===== src/rtl/galaksija_uart_pkg.sv =====
// Shared types and constants for the Galaksija serial transmitter.
// GALAKSIJA_UART_TX_PARITY_EN selects 8E1 framing instead of 8N1.
package galaksija_uart_pkg;

  typedef enum logic [2:0] {
    ST_IDLE   = 3'd0,
    ST_START  = 3'd1,
    ST_DATA   = 3'd2,
    ST_PARITY = 3'd3,
    ST_STOP   = 3'd4
  } state_e;

`ifdef GALAKSIJA_UART_TX_PARITY_EN
  localparam int unsigned C_FRAME_BITS = 11;
`else
  localparam int unsigned C_FRAME_BITS = 10;
`endif

  // Rounded clocks per bit; never below 2 so the divider has a range.
  function automatic int unsigned baud_div(
    input int unsigned clk_hz,
    input int unsigned baud
  );
    int unsigned d;
    d = (clk_hz + baud / 2) / baud;
    return (d < 2) ? 2 : d;
  endfunction

endpackage


===== src/rtl/galaksija_uart_tx_if.sv =====
// Byte handshake from the core into the serial transmitter.
// Plain valid/ready: a byte moves when both are high.
interface galaksija_uart_tx_if;

  logic [7:0] tx_data;
  logic       tx_valid;
  logic       tx_ready;

  modport master (
    output tx_data,
    output tx_valid,
    input  tx_ready
  );

  modport slave (
    input  tx_data,
    input  tx_valid,
    output tx_ready
  );

endinterface


===== src/rtl/galaksija_uart_fifo.sv =====
// Single-clock byte FIFO, head visible combinationally.
// Writes when full and reads when empty are ignored.
module galaksija_uart_fifo #(
  parameter int C_depth_log2 = 4
) (
  input  logic                  clk,
  input  logic                  reset_n,
  input  logic                  wr_en,
  input  logic [7:0]            wr_data,
  input  logic                  rd_en,
  output logic [7:0]            rd_data,
  output logic [C_depth_log2:0] count,
  output logic                  full,
  output logic                  empty
);

  localparam int C_depth = 1 << C_depth_log2;
  localparam logic [C_depth_log2:0] C_full =
    (C_depth_log2 + 1)'(C_depth);

  logic [7:0]              mem_q [C_depth];
  logic [C_depth_log2-1:0] wr_ptr_q, wr_ptr_d;
  logic [C_depth_log2-1:0] rd_ptr_q, rd_ptr_d;
  logic [C_depth_log2:0]   count_q, count_d;
  logic                    do_wr, do_rd;

  assign full    = (count_q == C_full);
  assign empty   = (count_q == '0);
  assign count   = count_q;
  assign rd_data = mem_q[rd_ptr_q];
  assign do_wr   = wr_en & ~full;
  assign do_rd   = rd_en & ~empty;

  always_comb begin
    wr_ptr_d = wr_ptr_q;
    rd_ptr_d = rd_ptr_q;
    count_d  = count_q;
    if (do_wr) wr_ptr_d = wr_ptr_q + 1'b1;
    if (do_rd) rd_ptr_d = rd_ptr_q + 1'b1;
    if (do_wr && !do_rd) count_d = count_q + 1'b1;
    if (!do_wr && do_rd) count_d = count_q - 1'b1;
  end

  always_ff @(posedge clk or negedge reset_n) begin
    if (!reset_n) begin
      wr_ptr_q <= '0;
      rd_ptr_q <= '0;
      count_q  <= '0;
    end else begin
      wr_ptr_q <= wr_ptr_d;
      rd_ptr_q <= rd_ptr_d;
      count_q  <= count_d;
    end
  end

  always_ff @(posedge clk) begin
    if (do_wr) mem_q[wr_ptr_q] <= wr_data;
  end

endmodule


===== src/rtl/galaksija_uart_tx.sv =====
// Galaksija serial transmitter: FIFO-fed, LSB first, idle-high line.
// GALAKSIJA_UART_TX_PARITY_EN adds an even parity bit (8E1).
module galaksija_uart_tx
  import galaksija_uart_pkg::*;
#(
  parameter int unsigned C_clk_freq_hz     = 25000000,
  parameter int unsigned C_baud            = 115200,
  parameter int          C_fifo_depth_log2 = 4
) (
  input  logic                       clk,
  input  logic                       reset_n,
  galaksija_uart_tx_if.slave         tx_if,
  output logic                       ser_tx,
  output logic                       busy,
  output logic [C_fifo_depth_log2:0] fifo_count
);

  localparam int unsigned C_div = baud_div(C_clk_freq_hz, C_baud);
  localparam int C_dw = $clog2(C_div);
  localparam logic [C_dw-1:0] C_div_last = C_dw'(C_div - 1);

  state_e          state_q, state_d;
  logic [C_dw-1:0] div_q, div_d;
  logic [2:0]      bit_q, bit_d;
  logic [7:0]      shreg_q, shreg_d;
  logic            ser_tx_q, ser_tx_d;
  logic            pop, tick;
  logic [7:0]      fifo_head;
  logic            fifo_full, fifo_empty;
`ifdef GALAKSIJA_UART_TX_PARITY_EN
  logic            parity_q, parity_d;
`endif

  galaksija_uart_fifo #(
    .C_depth_log2 (C_fifo_depth_log2)
  ) u_fifo (
    .clk     (clk),
    .reset_n (reset_n),
    .wr_en   (tx_if.tx_valid & tx_if.tx_ready),
    .wr_data (tx_if.tx_data),
    .rd_en   (pop),
    .rd_data (fifo_head),
    .count   (fifo_count),
    .full    (fifo_full),
    .empty   (fifo_empty)
  );

  assign tx_if.tx_ready = ~fifo_full;
  assign tick   = (div_q == C_div_last);
  assign ser_tx = ser_tx_q;
  assign busy   = (state_q != ST_IDLE) | (fifo_count != '0);

  always_comb begin
    state_d = state_q;
    div_d   = div_q + 1'b1;
    bit_d   = bit_q;
    shreg_d = shreg_q;
    pop     = 1'b0;
`ifdef GALAKSIJA_UART_TX_PARITY_EN
    parity_d = parity_q;
`endif
    unique case (state_q)
      ST_IDLE: begin
        div_d = '0;
        if (!fifo_empty) begin
          pop     = 1'b1;
          state_d = ST_START;
        end
      end
      ST_START: if (tick) begin
        div_d   = '0;
        bit_d   = '0;
        state_d = ST_DATA;
      end
      ST_DATA: if (tick) begin
        div_d   = '0;
        bit_d   = bit_q + 1'b1;
        shreg_d = {1'b0, shreg_q[7:1]};
`ifdef GALAKSIJA_UART_TX_PARITY_EN
        if (bit_q == 3'd7) state_d = ST_PARITY;
`else
        if (bit_q == 3'd7) state_d = ST_STOP;
`endif
      end
`ifdef GALAKSIJA_UART_TX_PARITY_EN
      ST_PARITY: if (tick) begin
        div_d   = '0;
        state_d = ST_STOP;
      end
`endif
      ST_STOP: if (tick) begin
        // Last stop cycle: chain the next frame with no idle gap.
        div_d   = '0;
        pop     = !fifo_empty;
        state_d = fifo_empty ? ST_IDLE : ST_START;
      end
      default: begin
        div_d   = '0;
        state_d = ST_IDLE;
      end
    endcase
    if (pop) begin
      shreg_d = fifo_head;
`ifdef GALAKSIJA_UART_TX_PARITY_EN
      parity_d = ^fifo_head;
`endif
    end
    // Line level follows the next state so it lines up with it.
    unique case (state_d)
      ST_START:  ser_tx_d = 1'b0;
      ST_DATA:   ser_tx_d = shreg_d[0];
`ifdef GALAKSIJA_UART_TX_PARITY_EN
      ST_PARITY: ser_tx_d = parity_q;
`endif
      default:   ser_tx_d = 1'b1;
    endcase
  end

  always_ff @(posedge clk or negedge reset_n) begin
    if (!reset_n) begin
      state_q  <= ST_IDLE;
      div_q    <= '0;
      bit_q    <= '0;
      shreg_q  <= '0;
      ser_tx_q <= 1'b1;
`ifdef GALAKSIJA_UART_TX_PARITY_EN
      parity_q <= 1'b0;
`endif
    end else begin
      state_q  <= state_d;
      div_q    <= div_d;
      bit_q    <= bit_d;
      shreg_q  <= shreg_d;
      ser_tx_q <= ser_tx_d;
`ifdef GALAKSIJA_UART_TX_PARITY_EN
      parity_q <= parity_d;
`endif
    end
  end

endmodule


===== src/flat_wrapper.sv =====
// flat-port wrapper written by rule: the top's interface ports become plain ports
module galaksija_uart_tx_flat import galaksija_uart_pkg::*;
#(
  parameter int unsigned C_clk_freq_hz     = 25000000,
  parameter int unsigned C_baud            = 115200,
  parameter int          C_fifo_depth_log2 = 4
)
  (clk, reset_n, ser_tx, busy, fifo_count, tx_if_tx_data, tx_if_tx_valid, tx_if_tx_ready);
  galaksija_uart_tx_if tx_if_i ();
  input  logic clk;
  input  logic reset_n;
  output logic ser_tx;
  output logic busy;
  output logic [C_fifo_depth_log2:0] fifo_count;
  input wire logic [$bits(tx_if_i.tx_data)-1:0] tx_if_tx_data;
  input wire logic [$bits(tx_if_i.tx_valid)-1:0] tx_if_tx_valid;
  output wire logic [$bits(tx_if_i.tx_ready)-1:0] tx_if_tx_ready;
  assign tx_if_i.tx_data = tx_if_tx_data;
  assign tx_if_i.tx_valid = tx_if_tx_valid;
  assign tx_if_tx_ready = tx_if_i.tx_ready;
  galaksija_uart_tx #(.C_clk_freq_hz(C_clk_freq_hz), .C_baud(C_baud), .C_fifo_depth_log2(C_fifo_depth_log2)) u_core (.clk(clk), .reset_n(reset_n), .tx_if(tx_if_i), .ser_tx(ser_tx), .busy(busy), .fifo_count(fifo_count));
endmodule

===== config.mk =====
export PLATFORM = sky130hd
export DESIGN_NAME = galaksija_uart_tx_flat
export DESIGN_NICKNAME = d
export VERILOG_FILES = /design/src/rtl/galaksija_uart_pkg.sv /design/src/rtl/galaksija_uart_tx_if.sv /design/src/rtl/galaksija_uart_fifo.sv /design/src/rtl/galaksija_uart_tx.sv /design/src/flat_wrapper.sv
export SDC_FILE = /design/constraint.sdc
export NUM_CORES = 1
export LEC_CHECK = 0
export CAP_MARGIN = 40
export CORE_MARGIN = 8
export CORE_UTILIZATION = 45
export DETAILED_ROUTE_END_ITERATION = 6
export DONT_BUFFER_PORTS = 1
export HOLD_SLACK_MARGIN = 0.02
export PLACE_DENSITY_LB_ADDON = 0.1
export SLEW_MARGIN = 15
export SYNTH_ARGS = -nofsm -noshare
export SYNTH_HDL_FRONTEND = slang
export SYNTH_SLANG_ARGS = --single-unit

===== constraint.sdc =====
create_clock -name clk -period 3.2 [get_ports clk]
set_input_delay 0.16 -clock clk [delete_from_list [all_inputs] [get_ports clk]]
set_output_delay 0.16 -clock clk [all_outputs]
set_load 0.1 [all_outputs]

Yosys cells after proc, flatten, opt, wreduce, memory -nomap -nowiden
Memory sizes are Yosys's and may differ from the RTL's.
Index checks and enable logic that the tools add are counted.
W data, S select, Z words.
Storage, ports and cells
  register bits after elaboration: 36
  bits in writable memories: 128
  input bits: 11
  output and inout port bits: 8
  logic and storage cells: 71
  memories: 1
Memory list
  u_core.u_fifo.mem_q: depth 16, bits a word 8, read ports 1, clocked after memory_dff 0, write ports 1, RTL line galaksija_uart_fifo.sv:21  | logic [7:0] mem_q [C_depth];
Cells by class
  add/sub/neg operators: 6
  eq/ne operators: 10
  multiplexer cells: 23
  bitwise logic cells: 6
  reductions and logical operators: 16
Operators by type and width (number)
  $mux W8: 5
  $mux W3: 7
  $pmux W3 S4: 1
  $mux W5: 2
  $add A4 B1 Y4 const B: 2
  $add A8 B1 Y8 const B: 1
  $eq A8 B8 Y1 const B: 1
  $reduce_bool A2 Y1: 4
  $eq A3 B1 Y1 const B: 2
  $eq A3 B2 Y1 const B: 2
  $eq A3 B3 Y1 const B: 2
  $pmux W3 S2: 1
  $add A5 B1 Y5 const B: 1
  $eq A5 B5 Y1 const B: 1
  $logic_not A5 Y1: 1
  $mux W1: 5
  $reduce_bool A5 Y1: 1
  $sub A5 B1 Y5 const B: 1
  $ne A2 B1 Y1 const B: 2
  $pmux W1 S2: 2
  $add A3 B1 Y3 const B: 1
  $and A1 B1 Y1: 3
  $logic_not A1 Y1: 3
  $logic_not A3 Y1: 1
  other kinds (7): 9

Depth between registers and ports, before layout
  depth in word-level cells: 9
  depth in mapped cells: 15
  gate-level depth less buffers: 13

Cells and area by module
From an unflattened synthesis, not the netlist that was laid out.
Unflattened totals
  cells, all modules: 441
  area total of the unflattened synthesis: 6937.9 um^2
Modules (own cells, without submodules)
  galaksija_uart_fifo: times used 1, cells each 319, area each 5734.2 um^2, sequential area each 4169.0 um^2
  galaksija_uart_tx: times used 1, cells each 122, area each 1203.7 um^2, sequential area each 576.8 um^2

Worst setup path before layout
OpenSTA, ideal clock, no wires.
  kind: flip-flop to flip-flop
  start point: register u_core.u_fifo.count_q[1], in the netlist u_core.u_fifo.count[1]
  end point: register u_core.u_fifo.count_q[4], in the netlist u_core.u_fifo.count[4]
  library setup time: 0.164 ns
  arrival time: 3.183 ns
  required time: 3.036 ns
  path slack: -0.147 ns
  stages on the path, launching flop included: 15
  path buffers: 3
  period minus slack after synthesis: 3.347 ns
  cell sequence: dfrtp_1 > buf_2 > nor4_4 > nand2b_2 > nand3_1 > buf_4 > inv_1 > ha_1 > clkbuf_1 > xor2_1 > ha_1 > o21a_1 > o21a_1 > o32ai_1 > xor2_1
Between the ends
  longest elaborated chain between the ends: 8
  elaborated cells on any way between the ends: 20
  classes of those cells: add/sub (2); eq/ne (1); mux (5); bitwise (5); reduce/logical (7)
RTL lines
  from (decl): RTL line galaksija_uart_fifo.sv:24  | logic [C_depth_log2:0] count_q, count_d;
  from (signal assigned): RTL line galaksija_uart_fifo.sv:52  | count_q <= count_d;
  $logic_not A5 Y1 *: RTL line galaksija_uart_fifo.sv:28  | assign empty = (count_q == '0);
  $logic_not A1 Y1
  $mux W1: RTL line galaksija_uart_tx.sv:91  | ST_STOP: if (tick) begin
  $pmux W1 S2: RTL line galaksija_uart_tx.sv:62  | unique case (state_q)
  $and A1 B1 Y1 *: RTL line galaksija_uart_fifo.sv:32  | assign do_rd = rd_en & ~empty;
  net u_core.u_fifo.do_rd: RTL line galaksija_uart_fifo.sv:25  | logic do_wr, do_rd;
  $logic_not A1 Y1: RTL line galaksija_uart_fifo.sv:40  | if (do_wr && !do_rd) count_d = count_q + 1'b1;
  $logic_and A1 B1 Y1: RTL line galaksija_uart_fifo.sv:40
  $reduce_bool A2 Y1 (no source line)
The timed path passes the listed nets; every way through them passes the cells marked *. The select of a mux whose other input is x is not followed.
A chain may end at the register's enable or synchronous reset.

Final worst setup path
  start point: register u_core.div_q[0]
  end point: register u_core.u_fifo.count_q[4], in the netlist u_core.u_fifo.count[4]
Between the ends
  longest elaborated chain between the ends: 7
  elaborated cells on any way between the ends: 9
  classes of those cells: eq/ne (1); mux (3); bitwise (1); reduce/logical (4)
RTL lines
  from (decl): RTL line galaksija_uart_tx.sv:23  | logic [C_dw-1:0] div_q, div_d;
  from (signal assigned): RTL line galaksija_uart_tx.sv:131  | div_q <= div_d;
  $eq A8 B8 Y1 *: RTL line galaksija_uart_tx.sv:49  | assign tick = (div_q == C_div_last);
  $mux W1 *: RTL line galaksija_uart_tx.sv:91
  $pmux W1 S2 *: RTL line galaksija_uart_tx.sv:62
  $and A1 B1 Y1 *: RTL line galaksija_uart_fifo.sv:32
  net u_core.u_fifo.do_rd: RTL line galaksija_uart_fifo.sv:25
  $logic_not A1 Y1: RTL line galaksija_uart_fifo.sv:40
  $logic_and A1 B1 Y1: RTL line galaksija_uart_fifo.sv:40
  $reduce_bool A2 Y1 (no source line)
The timed path passes the listed nets; every way through them passes the cells marked *.

==> impl_metrics.json <==
{
  "ys_top_cells_by_area": "sky130_fd_sc_hd__edfxtp_1, sky130_fd_sc_hd__dfrtp_1, sky130_fd_sc_hd__mux4_1",
  "worst-path-max-fanout": 7,
  "fin_worst_skew_ns": 0.00862,
  "via_per_inst": 5.27,
  "yosysSeqAreaShare_pct": 66.7,
  "hpwl_um": 8350,
  "timing.max_slew.rel_slack_pct": 43.0,
  "cp_data_arrival_time_ns": 3.05,
  "gp_congestion": 0.772,
  "post-route-drc-count": 0,
  "post-cts-setup-buffer-count": 0,
  "power_density_nw_per_um2": 714,
  "share_of_post_route_cells_with_drive_strength_above_1_pct": 18.8,
  "end_kind": "flip-flop",
  "detail_route.iter0.violations": 159,
  "worst_skew_pair_latency_ns": 0.41,
  "vdd_ir_drop_max_uv": 398,
  "first_global_vias": 3639,
  "grt_pass1_wl_um": 20200,
  "htree_levels": 4,
  "synth-seq-cells": 164,
  "whs_ns": 0.234,
  "areaGrowthSynthToFinish_pct": 14.6,
  "report.final.hold_viol_count": 0,
  "synth_area_per_cell_um2": 17.6,
  "vias": 3496,
  "grt_overflow_total": 0,
  "ant_nets": 0,
  "cts_buffers": 17,
  "globalRouteTotalUtil_pct": 13.3,
  "worst_ep_required_time_ns": 3.54,
  "start_util_pct": 45.4,
  "post_synth_inst_count": 404,
  "num_rows": 46,
  "synth.net_count": 428,
  "total_leakage_power_nw": 2.90,
  "run_status": "complete, no violations",
  "max_capacitance_violation_count": 0,
  "die_w_um": 142,
  "fp.coreArea_um2": 15700,
  "cts_buffer_depth": 2,
  "yosysWarningCount": 0,
  "synth-async-reset-ratio_pct": 22.0,
  "largest_net_degree_at_the_start_of_global_routing": 37,
  "cp-start-kind": "flip-flop",
  "peak_freq_mhz": 369,
  "io_pins": 19,
  "drt_wl_total_um": 12500,
  "regArea_um2": 4750,
  "synth-edff-count": 128,
  "number_of_nets_in_the_layout": 459,
  "slew_violations": 0,
  "multi_input_comb_area_um2": 2180,
  "fin_crit_ns": 2.71,
  "fin_tns_setup_ns": 0,
  "critical_path_class": "reg2reg",
  "antenna_cells": 0,
  "tritoncts": "done",
  "route.detailed.wl_per_inst_um": 18.9,
  "die-area_um2": 20100,
  "port_buffers": 0,
  "rsz0062_at_grt": "false",
  "clk_pin_slew_ns": 0.07,
  "fillerInstances": 1314,
  "synth_top_cell_by_area": "sky130_fd_sc_hd__edfxtp_1",
  "worst_max_slew_pin_slew_ns": 0.851,
  "final.period_utilization_pct": 84.6,
  "setup_viol_count_final": 0,
  "post_synth_num_cell_types": 53,
  "synth_flop_cell": "sky130_fd_sc_hd__edfxtp_1",
  "root_buffer": "sky130_fd_sc_hd__clkbuf_16",
  "number_of_antenna_violations_at_the_first_check_in_global_routing": 0,
  "detailedRoute.firstPassIterationCount": 4,
  "floorplan.die.height_um": 142,
  "yosys.cell_count.top_type": "sky130_fd_sc_hd__edfxtp_1",
  "netlist_area_um2": 7110,
  "worstHoldPathType": "in2async",
  "post-synth-top-area-fraction_pct": 54.1,
  "clock_sink_count": 164,
  "synth.cells.most_frequent": "sky130_fd_sc_hd__edfxtp_1, sky130_fd_sc_hd__dfrtp_1, sky130_fd_sc_hd__mux2i_1"
}
==> metrics by stage <==
stage / utilization (%) / worst slack (ns) / power (W) / cell area, µm² / instances
after detailed placement: 47.4 / 0.495 / 0.00383 / 7430 / 620
after global placement: 47.0 / 0.559 / 0.00379 / 7360 / 616
after CTS: 51.9 / 0.472 / 0.00589 / 8130 / 662
after global routing: 52.0 / 0.234 / 0.00608 / 8150 / 664
final: 52.0 / 0.491 / 0.00582 / 8150 / 664
after floorplan: - / 0.0100 / 0.00355 / 7110 / 404
==> final timing paths <==
kind / startpoint / end / slack [ns] / cells after the start
hold reg to reg: u_core.u_fifo.count[4] / u_core.u_fifo.count[4] / 0.49 / 1
min in group clk: tx_if_tx_valid / u_core.u_fifo.wr_ptr_q[1] / 0.25 / 3
setup reg to reg: u_core.div_q[0] / u_core.u_fifo.count[4] / 0.49 / 13
hold / removal: reset_n / u_core.u_fifo.wr_ptr_q[1] / 0.23 / 2
max in group asynchronous: reset_n / u_core.ser_tx / 2.70 / 2
setup / recovery: u_core.div_q[0] / u_core.u_fifo.count[4] / 0.49 / 13
==> repair_timing <==
action	in CTS	in global routing
hold buffers	10	0
gates resized for setup	0	0
endpoints found under the hold margin	164	0
==> routing by layer <==
| layer | GRT usage (%) | vias to the layer above | routed length, µm |
|---|---|---|---|
| met5 | 0 | - | 0 |
| met1 | 16.8 | 1782 | 5760 |
| met4 | 3.50 | 0 | 106 |
| met2 | 22.1 | 46 | 6280 |
| li1 | - | 1659 | - |
| met3 | 3.66 | 9 | 391 |
==> flip-flops by register name (all words and copies together), names as in the netlist <==
name	count
u_core.bit_q	3
u_core.shreg_q	8
u_core.ser_tx	1
u_core.u_fifo.rd_ptr_q	4
u_core.u_fifo.wr_ptr_q	4
u_core.u_fifo.mem_q	128
u_core.state_q	3
u_core.div_q	8
u_core.u_fifo.count	5
==> critical path: stages, from the launching register on <==
cell and delay, ns:
sky130_fd_sc_hd__dfrtp_1 0.43, sky130_fd_sc_hd__inv_1 0.08, sky130_fd_sc_hd__ha_1 0.16, sky130_fd_sc_hd__nand3b_1 0.13, sky130_fd_sc_hd__o21ai_1 0.30, sky130_fd_sc_hd__nand3_1 0.14
sky130_fd_sc_hd__inv_1 0.10, sky130_fd_sc_hd__ha_1 0.32, sky130_fd_sc_hd__xor2_1 0.11, sky130_fd_sc_hd__ha_1 0.23, sky130_fd_sc_hd__o21a_1 0.17, sky130_fd_sc_hd__o21a_1 0.16
sky130_fd_sc_hd__o32ai_1 0.15, sky130_fd_sc_hd__xor2_1 0.16
==> where the power goes <==
group | switching, W | internal [W]
logic | 0.000663 | 0.000360
clock network | 0.000895 | 0.00111
registers | 0.000198 | 0.00259
total | 0.00176 | 0.00406
==> cells by family after synthesis <==
| logic type | share of synthesized area (%) |
|---|---|
| buf+inv | 2.57 |
| mux | 17.5 |
| fa+ha+maj | 2.29 |
| flops | 66.7 |
| simple gates | 6.05 |
| compound gates | 2.67 |
| xor+xnor | 2.22 |
==> cell type report <==
cell class,count,area share [%]
sequential,164,58.3
multi-input combinational,211,26.8
clock buffer,17,5.22
timing repair buffer,33,3.93
tap,216,3.32
clock inverter,15,2.07
inverter,8,0.369
==> placed cells by master (no fill, tap or decap), drive strengths merged, types with 9 or more instances in the layout <==
cell         netlist  layout
clkbuf            10      17
mux2              11      11
edfxtp           128     128
inv                8      15
buf               11      24
xnor2             10      10
dfrtp             35      35
nor2              28      28
mux2i             31      31
ha                13      13
mux4              32      32
dlygate4sd3        0       9
Power figures use the tool's default switching activity.
